<file path="src/rtl/sha3_arbiter.sv">
// Round-robin arbiter that lets the matrix generator and the noise sampler share one SHA3 controller.
// Optional watchdog with a sticky err output: define SHA3_ARB_TIMEOUT_EN.
`timescale 1ns/1ps
module sha3_arbiter (
  input  logic        clk,
  input  logic        rst_n,
  input  logic [1:0]  req,
  input  logic [1:0]  req_mode,
  input  logic [7:0]  req_absorb_num0,
  input  logic [7:0]  req_absorb_num1,
  input  logic [7:0]  req_last_bytes0,
  input  logic [7:0]  req_last_bytes1,
  input  logic [15:0] req_blocks0,
  input  logic [15:0] req_blocks1,
  output logic [1:0]  gnt,
  output logic [1:0]  done,
  output logic        blk_valid,
  output logic [15:0] blk_idx,
  output logic        sha3_start,
  output logic        sha3_squeezeonce,
  output logic        sha3_dumponce,
  output logic        shakemode,
  output logic [7:0]  absorb_num,
  output logic [7:0]  last_block_bytes,
  input  logic        sha3_ready,
  input  logic        dump_wen
`ifdef SHA3_ARB_TIMEOUT_EN
  ,
  output logic        err
`endif
);

  typedef enum logic [2:0] {IDLE, START, WABS, DUMP, WDUMP, SQZ, WSQZ, FIN} state_e;

  state_e      state_q, state_d;
  logic [1:0]  gnt_q, gnt_d;
  logic        ptr_q, ptr_d;      // 1: requester 1 wins a tie
  logic        mode_q, mode_d;
  logic [7:0]  absn_q, absn_d, lastb_q, lastb_d;
  logic [15:0] blocks_q, blocks_d, cnt_q, cnt_d, idx_q, idx_d;
  logic        vld_q, vld_d;
  logic        blank_q, blank_d;  // high in the first cycle of every state
  logic        wait_st, wait_ok, pick1, tmo;

  assign wait_st = (state_q == WABS) || (state_q == WDUMP) || (state_q == WSQZ);
  assign wait_ok = !blank_q && sha3_ready;
  assign pick1   = req[1] && (!req[0] || ptr_q);

`ifdef SHA3_ARB_TIMEOUT_EN
  logic [9:0] wd_q, wd_d;
  logic       err_q, err_d;

  assign tmo = wait_st && (wd_q == 10'd1023);

  always_comb begin
    wd_d  = (wait_st && state_d == state_q) ? wd_q + 10'd1 : 10'd0;
    err_d = err_q | tmo;
  end

  always_ff @(posedge clk or negedge rst_n) begin
    if (!rst_n) begin
      wd_q  <= '0;
      err_q <= 1'b0;
    end else begin
      wd_q  <= wd_d;
      err_q <= err_d;
    end
  end

  assign err = err_q;
`else
  assign tmo = 1'b0;
`endif

  always_ff @(posedge clk or negedge rst_n) begin
    if (!rst_n) begin
      state_q  <= IDLE;
      gnt_q    <= '0;
      ptr_q    <= 1'b0;
      mode_q   <= 1'b0;
      absn_q   <= '0;
      lastb_q  <= '0;
      blocks_q <= '0;
      cnt_q    <= '0;
      idx_q    <= '0;
      vld_q    <= 1'b0;
      blank_q  <= 1'b0;
    end else begin
      state_q  <= state_d;
      gnt_q    <= gnt_d;
      ptr_q    <= ptr_d;
      mode_q   <= mode_d;
      absn_q   <= absn_d;
      lastb_q  <= lastb_d;
      blocks_q <= blocks_d;
      cnt_q    <= cnt_d;
      idx_q    <= idx_d;
      vld_q    <= vld_d;
      blank_q  <= blank_d;
    end
  end

  always_comb begin
    state_d = state_q;
    case (state_q)
      IDLE:  if (|req) state_d = START;
      START: state_d = WABS;
      WABS:  if (tmo) state_d = FIN;
             else if (wait_ok) state_d = (blocks_q == 16'd0) ? FIN : DUMP;
      DUMP:  state_d = WDUMP;
      WDUMP: if (tmo) state_d = FIN;
             else if (wait_ok && !dump_wen) state_d = ((cnt_q + 16'd1) == blocks_q) ? FIN : SQZ;
      SQZ:   state_d = WSQZ;
      WSQZ:  if (tmo) state_d = FIN;
             else if (wait_ok) state_d = DUMP;
      FIN:   state_d = IDLE;
      default: state_d = IDLE;
    endcase
  end

  // Grant/latch, block bookkeeping and pointer update
  always_comb begin
    gnt_d    = gnt_q;
    ptr_d    = ptr_q;
    mode_d   = mode_q;
    absn_d   = absn_q;
    lastb_d  = lastb_q;
    blocks_d = blocks_q;
    cnt_d    = cnt_q;
    idx_d    = idx_q;
    vld_d    = 1'b0;
    blank_d  = (state_d != state_q);
    if (state_q == IDLE && |req) begin
      gnt_d    = pick1 ? 2'b10 : 2'b01;
      mode_d   = pick1 ? req_mode[1]     : req_mode[0];
      absn_d   = pick1 ? req_absorb_num1 : req_absorb_num0;
      lastb_d  = pick1 ? req_last_bytes1 : req_last_bytes0;
      blocks_d = pick1 ? req_blocks1     : req_blocks0;
      cnt_d    = '0;
    end
    if (state_q == WDUMP && state_d != WDUMP && !tmo) begin
      vld_d = 1'b1;
      idx_d = cnt_q;
      cnt_d = cnt_q + 16'd1;
    end
    if (state_q == FIN) begin
      gnt_d = '0;
      ptr_d = gnt_q[0];
    end
  end

  always_comb begin
    sha3_start       = (state_q == START);
    sha3_dumponce    = (state_q == DUMP);
    sha3_squeezeonce = (state_q == SQZ);
    done             = (state_q == FIN) ? gnt_q : 2'b00;
  end

  assign gnt              = gnt_q;
  assign blk_valid        = vld_q;
  assign blk_idx          = idx_q;
  assign shakemode        = mode_q;
  assign absorb_num       = absn_q;
  assign last_block_bytes = lastb_q;

endmodule
</file>
<file path="config.mk">
export PLATFORM = sky130hd
export DESIGN_NAME = sha3_arbiter
export DESIGN_NICKNAME = d
export VERILOG_FILES = /design/src/rtl/sha3_arbiter.sv
export SDC_FILE = /design/constraint.sdc
export NUM_CORES = 1
export LEC_CHECK = 0
export CORE_ASPECT_RATIO = 0.5
export CORE_MARGIN = 1
export CORE_UTILIZATION = 30
export CTS_CLUSTER_SIZE = 16
export DETAILED_ROUTE_END_ITERATION = 12
export SYNTH_ARGS = -nofsm -noshare
export SYNTH_HDL_FRONTEND = slang
export SYNTH_SLANG_ARGS = --single-unit
</file>
<file path="constraint.sdc">
create_clock -name clk -period 2.9 [get_ports clk]
set_clock_uncertainty 0.15 [all_clocks]
set_input_delay 0.29 -clock clk [delete_from_list [all_inputs] [get_ports clk]]
set_output_delay 0.29 -clock clk [all_outputs]
set_load 0.02 [all_outputs]
</file>
**Word-level counts from Yosys, hierarchy flattened**

Index checks and enable logic that the tools add are counted.

- Multiplexer cells: 18
- Reductions and logical operators: 14
- $add $sub $neg: 1
- Equal/unequal tests: 10

Operators with widths:

| cell | count |
|---|---|
| $mux 16 | 3 |
| $pmux 3 s8 | 1 |
| $add 16x1->16 const B | 1 |
| $eq 16x16->1 | 1 |
| $logic_not 16->1 | 1 |
| $mux 8 | 2 |
| $mux 3 | 5 |
| $eq 3x3->1 const B | 4 |
| $mux 2 | 5 |
| $eq 3x2->1 const B | 2 |
| $logic_and 1x1->1 | 5 |
| $reduce_bool 2->1 | 2 |
| $eq 3x1->1 const B | 1 |
| $logic_not 1->1 | 3 |
| $logic_not 3->1 | 1 |
| $ne 3x3->1 | 1 |
| $ne 3x3->1 const B | 1 |
| $mux 1 | 2 |
| $reduce_or 2->1 | 1 |
| $logic_or 1x1->1 | 1 |

- Bits in registers: 73

**Longest topological paths before layout**

Gate-level depths: netlist of the first run.

- Depth after elaboration: 8
- Depth in mapped cells: 7
- Mapped depth without buffers: 7

**Least setup slack after synthesis of the first run**

No wires, ideal clock.

- Kind: reg2reg
- Start point: reg cnt_q[1]
- End point: reg state_q[1]
- Stages on the path, launching flop included: 8
- Arrival: 1823 ps
- Data required time: 2658 ps
- Period minus slack after synthesis: 2065 ps
- Path buffers: 0
- Library setup time: 92 ps
- Setup slack: 835 ps
- Path through: dfrtp_1 ha_1 nand3_2 or2_1 nor2_1 xnor2_1 o2111ai_1 o31ai_2

- Cells in the longest elaborated chain, start to end: 5

Ends and longest elaborated chain:

| item | line | RTL |
|---|---|---|
| start, declared | 40 | `logic [15:0] blocks_q, blocks_d, cnt_q, cnt_d, idx_q, idx_d;` |
| start signal, assigned | 96 | `cnt_q <= cnt_d;` |
| $add 16x1->16 | 112 | `else if (wait_ok && !dump_wen) state_d = ((cnt_q + 16'd1) == blocks_q) ? FIN : SQZ;` |
| $eq 16x16->1 | 112 |  |
| $mux 2 | 112 |  |
| $mux 3 | 112 |  |
| $pmux 3 s8 | 105 | `case (state_q)` |
| via state_d[1] | 35 | `state_e state_q, state_d;` |
| end signal, assigned | 89 | `state_q <= state_d;` |
| end, declared | 35 |  |

The timed path passes the listed nets, and every way through them passes these cells.
A chain may end at the register's enable or synchronous reset.

**Final worst setup path of the first run**

- Start point: reg state_q[0]
- End point: out done[0]

- Cells in the longest elaborated chain, start to end: 2

Ends and longest elaborated chain:

| item | line | RTL |
|---|---|---|
| $eq 3x3->1 | 156 | `done = (state_q == FIN) ? gnt_q : 2'b00;` |
| $mux 2 | 156 |  |
| end, declared | 16 | `output logic [1:0] done,` |

Every way passes these cells.

==> results.py, run 1 <==
metrics = {
    "cts": {
        "cts_setup_buffers": 0,
        "postCtsResizedCells": 0,
        "cts_sinks": 73,
        "cts_buffers": 9,
        "postCtsHoldBufs": 1,
        "clk_path_buf_depth": 2,
        "cts-root-buf": "clkbuf_16",
        "clk_latency_ns": 0.33,
        "htreeDepth": 3,
        "cts_tree": "done",
        "clk_pin_slew_ns": 0.05,
    },
    "power": {
        "irDropWorstVdd_mv": 0.372,
        "power.leakage_nw": 2.39,
        "p_per_area_nw_per_um2": 816,
        "total_power_mw": 4.28,
    },
    "finish": {
        "drive_gt1_share_pct": 8.74,
        "post-route-util_pct": 43.9,
        "area_growth_pct": 40.8,
        "layout.nets": 560,
        "diodes": 0,
        "finalNonFillerCells": 657,
    },
    "floorplan": {
        "io_pins": 113,
        "rows": 28,
        "start_util_pct": 31.2,
        "core-area_um2": 11900,
        "die_w_um": 160,
        "dieArea_um2": 12900,
        "die_y_um": 80.8,
    },
    "drt": {
        "first_iter_violations": 244,
        "post_drt_wl_per_cell_um": 15.1,
        "drt-total-wl_um": 9930,
        "viasPerCell": 4.94,
        "route.detailed.drc": 0,
        "ant_nets": 0,
        "drtPass1Iterations": 5,
        "num_vias": 3244,
    },
    "grt": {
        "grt_pass1_vias": 3153,
        "gr-total-overflow": 0,
        "grt_pass1_wl_um": 16300,
        "track_usage_pct": 16.3,
        "grt_max_degree": 74,
        "antenna_found_initial": 0,
    },
    "synth": {
        "ys_top_cells_by_count": "73 x dfrtp_1, 67 x nand2_1, 35 x inv_1, 33 x a222oi_1, 23 x o21ai_0",
        "synthesis.area_um2": 3720,
        "synth_seq_cells": 73,
        "synth_edf_count": 0,
        "seq_area_frac_synth_pct": 49.1,
        "synth_most_common_cell": "dfrtp_1",
        "syn_inst": 384,
        "yosys_warnings": 0,
        "syn-num-nets": 457,
        "synth_area_leaders": "dfrtp_1 49%, a222oi_1 8.9%, nand2_1 6.8%, inv_1 3.5%, o21ai_0 3.1%",
        "yosys_most_used_dff": "dfrtp_1",
        "syn_area_per_cell_um2": 9.69,
        "synth_cell_type_count": 56,
        "netlist.area_leader.share_pct": 49.1,
        "synth_top_area_cell": "dfrtp_1",
        "synthArstFlopShare_pct": 100,
    },
    "worst_setup_path": {
        "cp_max_fo": 12,
        "critPathLaunchType": "flop",
        "crit_type": "flop to output port",
        "critPathArrivalTime_ns": 1.96,
        "required_ns": 2.46,
        "r2r_cells": 5,
        "endpoint_kind": "output port",
    },
    "sta": {
        "fmax_ghz": 0.417,
        "setup_viol": 0,
        "setup_tns_ns": 0,
        "whs_ns": 0.321,
        "slew_violations": 0,
        "rsz0062_at_grt": "false",
        "relSlewSlack_pct": 37.3,
        "period_minus_slack_ns": 2.40,
        "hold_viol": 0,
        "worst_slew_pin_slew_ns": 0.940,
        "fin_crit_sh_pct": 82.8,
    },
    "placed_design": {
        "finalWeightedCongestion": 0.848,
        "post-place-cells": 640,
        "hpwl_um": 6940,
        "place.port_buffers": 112,
    },
    "status": {
        "status": "completed",
    },
    "job": {
        "drv_cap": 0,
    },
    "worst_hold_path": {
        "min_path_cells": 2,
        "hold_class": "flop to flop",
    },
}
layout make-up:
cell class              instances  area, um2
fillers                      1164       6700
flip-flops and latches         73       1830
multi-input cells             245       1600
repair buffers                122       1200
clock buffers                  13        260
well taps                     165        206
inverters                      36        135
clock inverters                 3       15.0
state kept, by name, indices dropped and copies added (netlist names):
signal            count
absorb_num            8
state_q               3
blocks_q             16
shakemode             1
ptr_q                 1
gnt                   2
cnt_q                16
blank_q               1
blk_valid             1
blk_idx              16
last_block_bytes      8
layout by cell type (no fill, tap or decap), types with 3 or more instances in the layout:
cell             Yosys  final
clkdlybuf4s50_1      0    111
dfrtp_1             73     73
nand2_1             67     67
inv_1               35     35
a222oi_1            33     33
o21ai_0             23     22
nor2_1              17     17
xnor2_1             13     13
xor2_1              11     11
nand3_1             11     11
buf_4                3     10
clkbuf_16            0      9
o31ai_1              6      6
nor4_1               5      5
nand2b_1             4      4
nor3_1               4      4
a31oi_1              4      4
o21ai_1              4      4
nand4_2              3      3
and3_1               3      3
clkinv_2             0      3
report_power, final:
group / internal, mW / switching [mW] / total, mW
Sequential: 1.31 / 0.295 / 1.60
Clock: 0.622 / 0.413 / 1.03
Combinational: 0.835 / 0.809 / 1.64
critical path: stages (launching register included):
cell	delay, ns
dfrtp_1	0.53
nand3_1	0.27
nor2_1	0.20
clkdlybuf4s50_1	0.62
logic make-up after synthesis:
kind of cell    Yosys count  synth area share [%]
flops                    73                  49.1
compound gates           86                  18.4
simple gates            133                  18.0
xor+xnor                 24                  5.65
fa+ha+maj                 1                 0.336
buf+inv                  66                  8.17
mux                       1                 0.403
metrics by stage:
step / setup slack, ns / cell area (um2)
floorplan: 0.835 / 3720
global placement: 0.507 / 4960
detailed placement: 0.487 / 4960
CTS: 0.479 / 5240
global route: 0.321 / 5240
finish: 0.500 / 5240
layer usage:
metal	wire (um)	vias to the layer above	part of all wire [%]	global-route usage [%]
met5	0	-	0	0
met4	154	0	1.6	5.67
met3	728	13	7.3	5.36
met2	4380	99	44	24.2
met1	4660	1550	47	22.3
li1	-	1582	-	-
final timing paths:
path	startpoint	to	slack, ns
worst min register to register	blk_idx[6]	blk_idx[6]	0.32
max in group asynchronous	rst_n	absorb_num[4]	1.49
min in group asynchronous	rst_n	blk_idx[11]	0.50
worst max register to register	state_q[0]	absorb_num[3]	0.53
worst max-delay path	state_q[0]	done[0]	0.50
worst min-delay path	blk_idx[6]	blk_idx[6]	0.32
Power figures use the tool's default switching activity.
==> run 2, diff against run 1 <==
- clock period: 2.9 -> 2.21 ns (I/O delays scaled with it)
==> results.py, run 2 (same netlist as run 1, synthesis figures left out) <==
metrics = {
    "cts": {
        "cts_buffers": 9,
        "cts-root-buf": "clkbuf_16",
        "clk_path_buf_depth": 2,
        "htreeDepth": 3,
        "clk_pin_slew_ns": 0.06,
        "cts_sinks": 73,
        "cts_tree": "done",
        "clk_latency_ns": 0.34,
        "cts_setup_buffers": 0,
    },
    "finish": {
        "drive_gt1_share_pct": 14.3,
        "fillers": 1159,
        "layout.nets": 584,
        "area_growth_pct": 46.5,
        "mostFrequentLayoutCells": "110 x clkdlybuf4s50_1, 69 x dfrtp_1, 67 x nand2_1, 35 x inv_1, 34 x buf_4",
        "layout_commonest_cell": "clkdlybuf4s50_1",
        "diodes": 0,
        "design_area_um2": 5450,
    },
    "worst_setup_path": {
        "critPathLaunchType": "flop",
        "cp_max_fo": 8,
        "path_cells": "nand3_2 -> nor2_1 -> clkdlybuf4s50_1",
        "required_ns": 1.84,
        "crit_type": "flop to output port",
        "critPathLaunch": "state_q[2]",
        "r2r-start": "cnt_q[1]",
        "slowest_stage": "clkdlybuf4s50_1",
        "slowest_delay_ns": 0.61,
        "endpoint_kind": "output port",
        "critPathArrivalTime_ns": 1.74,
    },
    "drt": {
        "first_iter_violations": 237,
        "highest_layer": "met4",
        "num_vias": 3377,
        "drtPass1Iterations": 6,
        "route.detailed.drc": 0,
        "ant_nets": 0,
        "drt-total-wl_um": 10500,
        "drt-met1-wl_um": 5010,
        "met3WireLength_um": 719,
        "post_drt_wl_per_cell_um": 15.4,
        "viasPerCell": 4.96,
        "met2_length_um": 4670,
    },
    "status": {
        "status": "completed",
    },
    "sta": {
        "fmax_ghz": 0.473,
        "period_minus_slack_ns": 2.11,
        "worst_slew_pin_slew_ns": 0.526,
        "slew_violations": 0,
        "setup_viol": 0,
        "hold_viol": 0,
        "relSlewSlack_pct": 64.9,
        "setup_tns_ns": 0,
        "fin_crit_sh_pct": 95.6,
    },
    "floorplan": {
        "dieArea_um2": 12900,
        "rows": 28,
        "core-area_um2": 11900,
        "die_w_um": 160,
        "die_y_um": 80.8,
        "start_util_pct": 31.2,
        "io_pins": 113,
    },
    "grt": {
        "grt_pass1_wl_um": 17300,
        "track_usage_pct": 17.3,
        "gr-total-overflow": 0,
        "grt_max_degree": 41,
        "antenna_found_initial": 0,
        "grt_pass1_vias": 3358,
    },
    "placed_design": {
        "hpwl_um": 7570,
        "place.port_buffers": 112,
        "placed_area_um2": 5140,
        "finalWeightedCongestion": 0.859,
    },
    "power": {
        "irDropWorstVdd_mv": 0.539,
        "p_per_area_nw_per_um2": 1060,
        "power.leakage_nw": 2.52,
    },
    "job": {
        "drv_cap": 0,
    },
    "worst_hold_path": {
        "hold_class": "input port to asynchronous set/reset pin",
    },
}
==> run 2: area by class of cell <==
cell class,instances,area (um2),area share [%]
sequential,73,1830,33.6
multi-input combinational,245,1620,29.6
timing repair buffer,146,1380,25.2
clock buffer,10,229,4.20
tap,165,206,3.79
inverter,36,135,2.48
clock inverter,6,58.8,1.08
==> run 2: final timing paths <==
check / endpoint / slack [ns] / depth (start not counted)
max: done[1] / 0.1 / 3
min in group clk: ptr_q / 0.32 / 1
min reg2reg: ptr_q / 0.32 / 1
max in group asynchronous: cnt_q[1] / 1.00 / 3
max reg2reg: state_q[1] / 0.15 / 6
min: cnt_q[9] / 0.25 / 2
==> run 2: report_power, final <==
group | switching (mW) | internal (mW) | leakage, nW
Clock | 0.582 | 0.868 | 0.146
Sequential | 0.392 | 1.72 | 0.951
Combinational | 1.09 | 1.14 | 1.42
Total | 2.06 | 3.73 | 2.52
==> run 2: layer usage <==
metal | track usage (%) | up-vias
li1 | - | 1635
met1 | 23.0 | 1620
met2 | 27.5 | 111
met3 | 5.62 | 11
met4 | 4.04 | 0
met5 | 0 | -
==> run 2: worst max-delay path, delay by kind of cell (launching register included) <==
kind / cells / cell delay [ns]
buf+inv: 1 / 0.61
flops: 1 / 0.48
simple gates: 2 / 0.31
==> run 2: what timing repair did <==
| item | in CTS | in global routing |
|---|---|---|
| endpoints found under the setup margin | 2 | 2 |
| hold endpoints to repair | 37 | 0 |
| resized for setup | 3 | 5 |
| hold buffers | 1 | 0 |
==> run 2: metrics by stage <==
step / instances / util [%] / hold WS, ns / setup slack [ns] / power [mW]
floorplan: 384 / - / -0.225 / 0.145 / 3.40
global placement: 664 / 43.0 / 0.0842 / 0.115 / 4.33
detailed placement: 664 / 43.0 / 0.0873 / 0.0565 / 4.35
CTS: 681 / 45.5 / 0.261 / 0.0461 / 5.83
global route: 681 / 45.6 / 0.297 / -0.0103 / 6.17
finish: 681 / 45.6 / 0.247 / 0.0964 / 5.79
==> run 3, diff against run 2 <==
- GPL_TIMING_DRIVEN: unset -> 0
- SKIP_LAST_GASP: unset -> 1
==> results.py, run 3 (same netlist as run 1, synthesis figures left out) <==
metrics = {
    "status": {
        "status": "completed",
    },
    "power": {
        "p_comb_share_pct": 39.1,
        "power.leakage_nw": 2.55,
        "p_per_area_nw_per_um2": 1080,
        "swShare_pct": 34.7,
        "total_power_mw": 5.92,
        "internal_power_mw": 3.87,
        "seqPwrFrac_pct": 34.7,
        "clkPwrFrac_pct": 26.2,
        "irDropWorstVdd_mv": 0.437,
        "p_switching_mw": 2.06,
    },
    "grt": {
        "gr-total-overflow": 0,
        "track_usage_pct": 17.4,
        "grt_pass1_vias": 3319,
        "antenna_found_initial": 0,
        "grt_pass1_wl_um": 17300,
        "grt_max_degree": 66,
    },
    "sta": {
        "fin_crit_sh_pct": 95.6,
        "slew_violations": 0,
        "relSlewSlack_pct": 66.7,
        "fin_ws_ns": 0.0982,
        "fmax_ghz": 0.474,
        "rsz0062_at_grt": "false",
        "hold_viol": 0,
        "whs_ns": 0.106,
        "worst_slew_pin_slew_ns": 0.496,
        "period_minus_slack_ns": 2.11,
        "setup_tns_ns": 0,
        "setup_viol": 0,
    },
    "cts": {
        "cts_sinks": 73,
        "cts_buffers": 9,
        "clk_latency_ns": 0.34,
        "htreeDepth": 3,
        "cts_tree": "done",
        "cts-root-buf": "clkbuf_16",
        "clk_path_buf_depth": 2,
        "clk_pin_slew_ns": 0.06,
    },
    "floorplan": {
        "start_util_pct": 31.2,
        "die_w_um": 160,
        "die_y_um": 80.8,
        "core-area_um2": 11900,
        "dieArea_um2": 12900,
        "io_pins": 113,
        "rows": 28,
    },
    "drt": {
        "post_drt_wl_per_cell_um": 15.9,
        "num_vias": 3419,
        "drt-total-wl_um": 10800,
        "ant_nets": 0,
        "drtPass1Iterations": 8,
        "viasPerCell": 5.04,
        "first_iter_violations": 363,
        "route.detailed.drc": 0,
    },
    "finish": {
        "drive_gt1_share_pct": 13.6,
        "diodes": 0,
        "layout.nets": 583,
        "layout_commonest_cell": "clkdlybuf4s50_1",
        "post-route-util_pct": 46.0,
        "area_growth_pct": 47.5,
        "finalNonFillerCells": 679,
        "fillers": 1174,
        "design_area_um2": 5490,
        "mostFrequentLayoutCells": "108 x clkdlybuf4s50_1, 72 x dfrtp_1, 67 x nand2_1, 35 x inv_1, 33 x a222oi_1",
    },
    "placed_design": {
        "place.port_buffers": 112,
        "hpwl_um": 7720,
        "finalWeightedCongestion": 0.864,
        "place_ws_ns": -0.371,
        "post-place-cells": 662,
        "placed_area_um2": 5070,
    },
    "worst_setup_path": {
        "critPathLaunchType": "flop",
        "crit_type": "flop to output port",
        "endpoint_kind": "output port",
        "worst_path_dominant_cell_family": "buffers and inverters",
        "path_cells": "clkbuf_2 -> and3b_1 -> clkdlybuf4s50_1",
        "cp_max_fo": 10,
        "required_ns": 1.84,
        "slowest_stage": "clkdlybuf4s50_1",
        "slowest_delay_ns": 0.60,
        "cp_num_buf_inv": 2,
        "critPathArrivalTime_ns": 1.74,
    },
    "worst_hold_path": {
        "hold_class": "input port to asynchronous set/reset pin",
    },
    "job": {
        "drv_cap": 0,
    },
}
==> run 3: cell types whose count changed in the layout (fill, tap and decap cells not counted), sizes merged <==
cell	before	now
clkdlybuf4s50	110	108
clkbuf	10	22
bufinv	1	2
buf	34	23
dlymetal6s2s	0	2
clkinv	5	1
==> run 3: layout make-up <==
| class | instances | area (um2) | share of cell area [%] |
|---|---|---|---|
| buffer | 30 | 179 | 3.26 |
| clock inverter | 3 | 65.1 | 1.19 |
| timing repair buffer | 115 | 1170 | 21.3 |
| sequential | 73 | 1830 | 33.3 |
| tap | 165 | 206 | 3.76 |
| clock buffer | 12 | 246 | 4.49 |
| inverter | 36 | 135 | 2.46 |
| multi-input combinational | 245 | 1660 | 30.3 |
==> run 3: path summary, 6_finish.rpt <==
| check | startpoint | endpoint | slack, ns | depth (start not counted) |
|---|---|---|---|---|
| max reg2reg | cnt_q[0] | state_q[1] | 0.12 | 7 |
| max | state_q[0] | sha3_dumponce | 0.1 | 3 |
| min | rst_n | blk_valid | 0.11 | 2 |
| min in group clk | blk_idx[8] | blk_idx[8] | 0.32 | 2 |
| max in group asynchronous | rst_n | cnt_q[1] | 1.25 | 3 |
| min reg2reg | blk_idx[8] | blk_idx[8] | 0.32 | 2 |
==> run 3: worst register-to-register path: cells and delay by family (launching register included) <==
kind            cells  cell delay (ns)
simple gates        2             0.27
flops               1             0.39
mux                 1             0.31
buf+inv             1             0.19
compound gates      3             0.69
==> run 3: power groups by stage <==
stage	registers, mW	logic [mW]	clock network [mW]
2_1_floorplan	2.17	1.23	0
3_3_place_gp	2.05	2.25	0
3_5_place_dp	2.05	2.28	0
4_1_cts	2.04	2.29	1.58
5_1_grt	2.10	2.55	1.64
6_report	2.05	2.32	1.55
==> run 3: what timing repair did <==
action,4_1_cts,5_1_grt
hold buffers,1,0
buffers inserted,0,1
resized for setup,12,17
cloned,0,0
setup endpoints to repair,37,36
pin swaps,0,2
hold endpoints to repair,73,0
==> run 3: per-layer routing <==
metal	vias up	routed length, um	track usage (%)
li1	1630	-	-
met1	1666	5050	23.2
met2	107	4860	27.0
met3	16	701	5.01
met4	0	161	6.25
met5	-	0	0
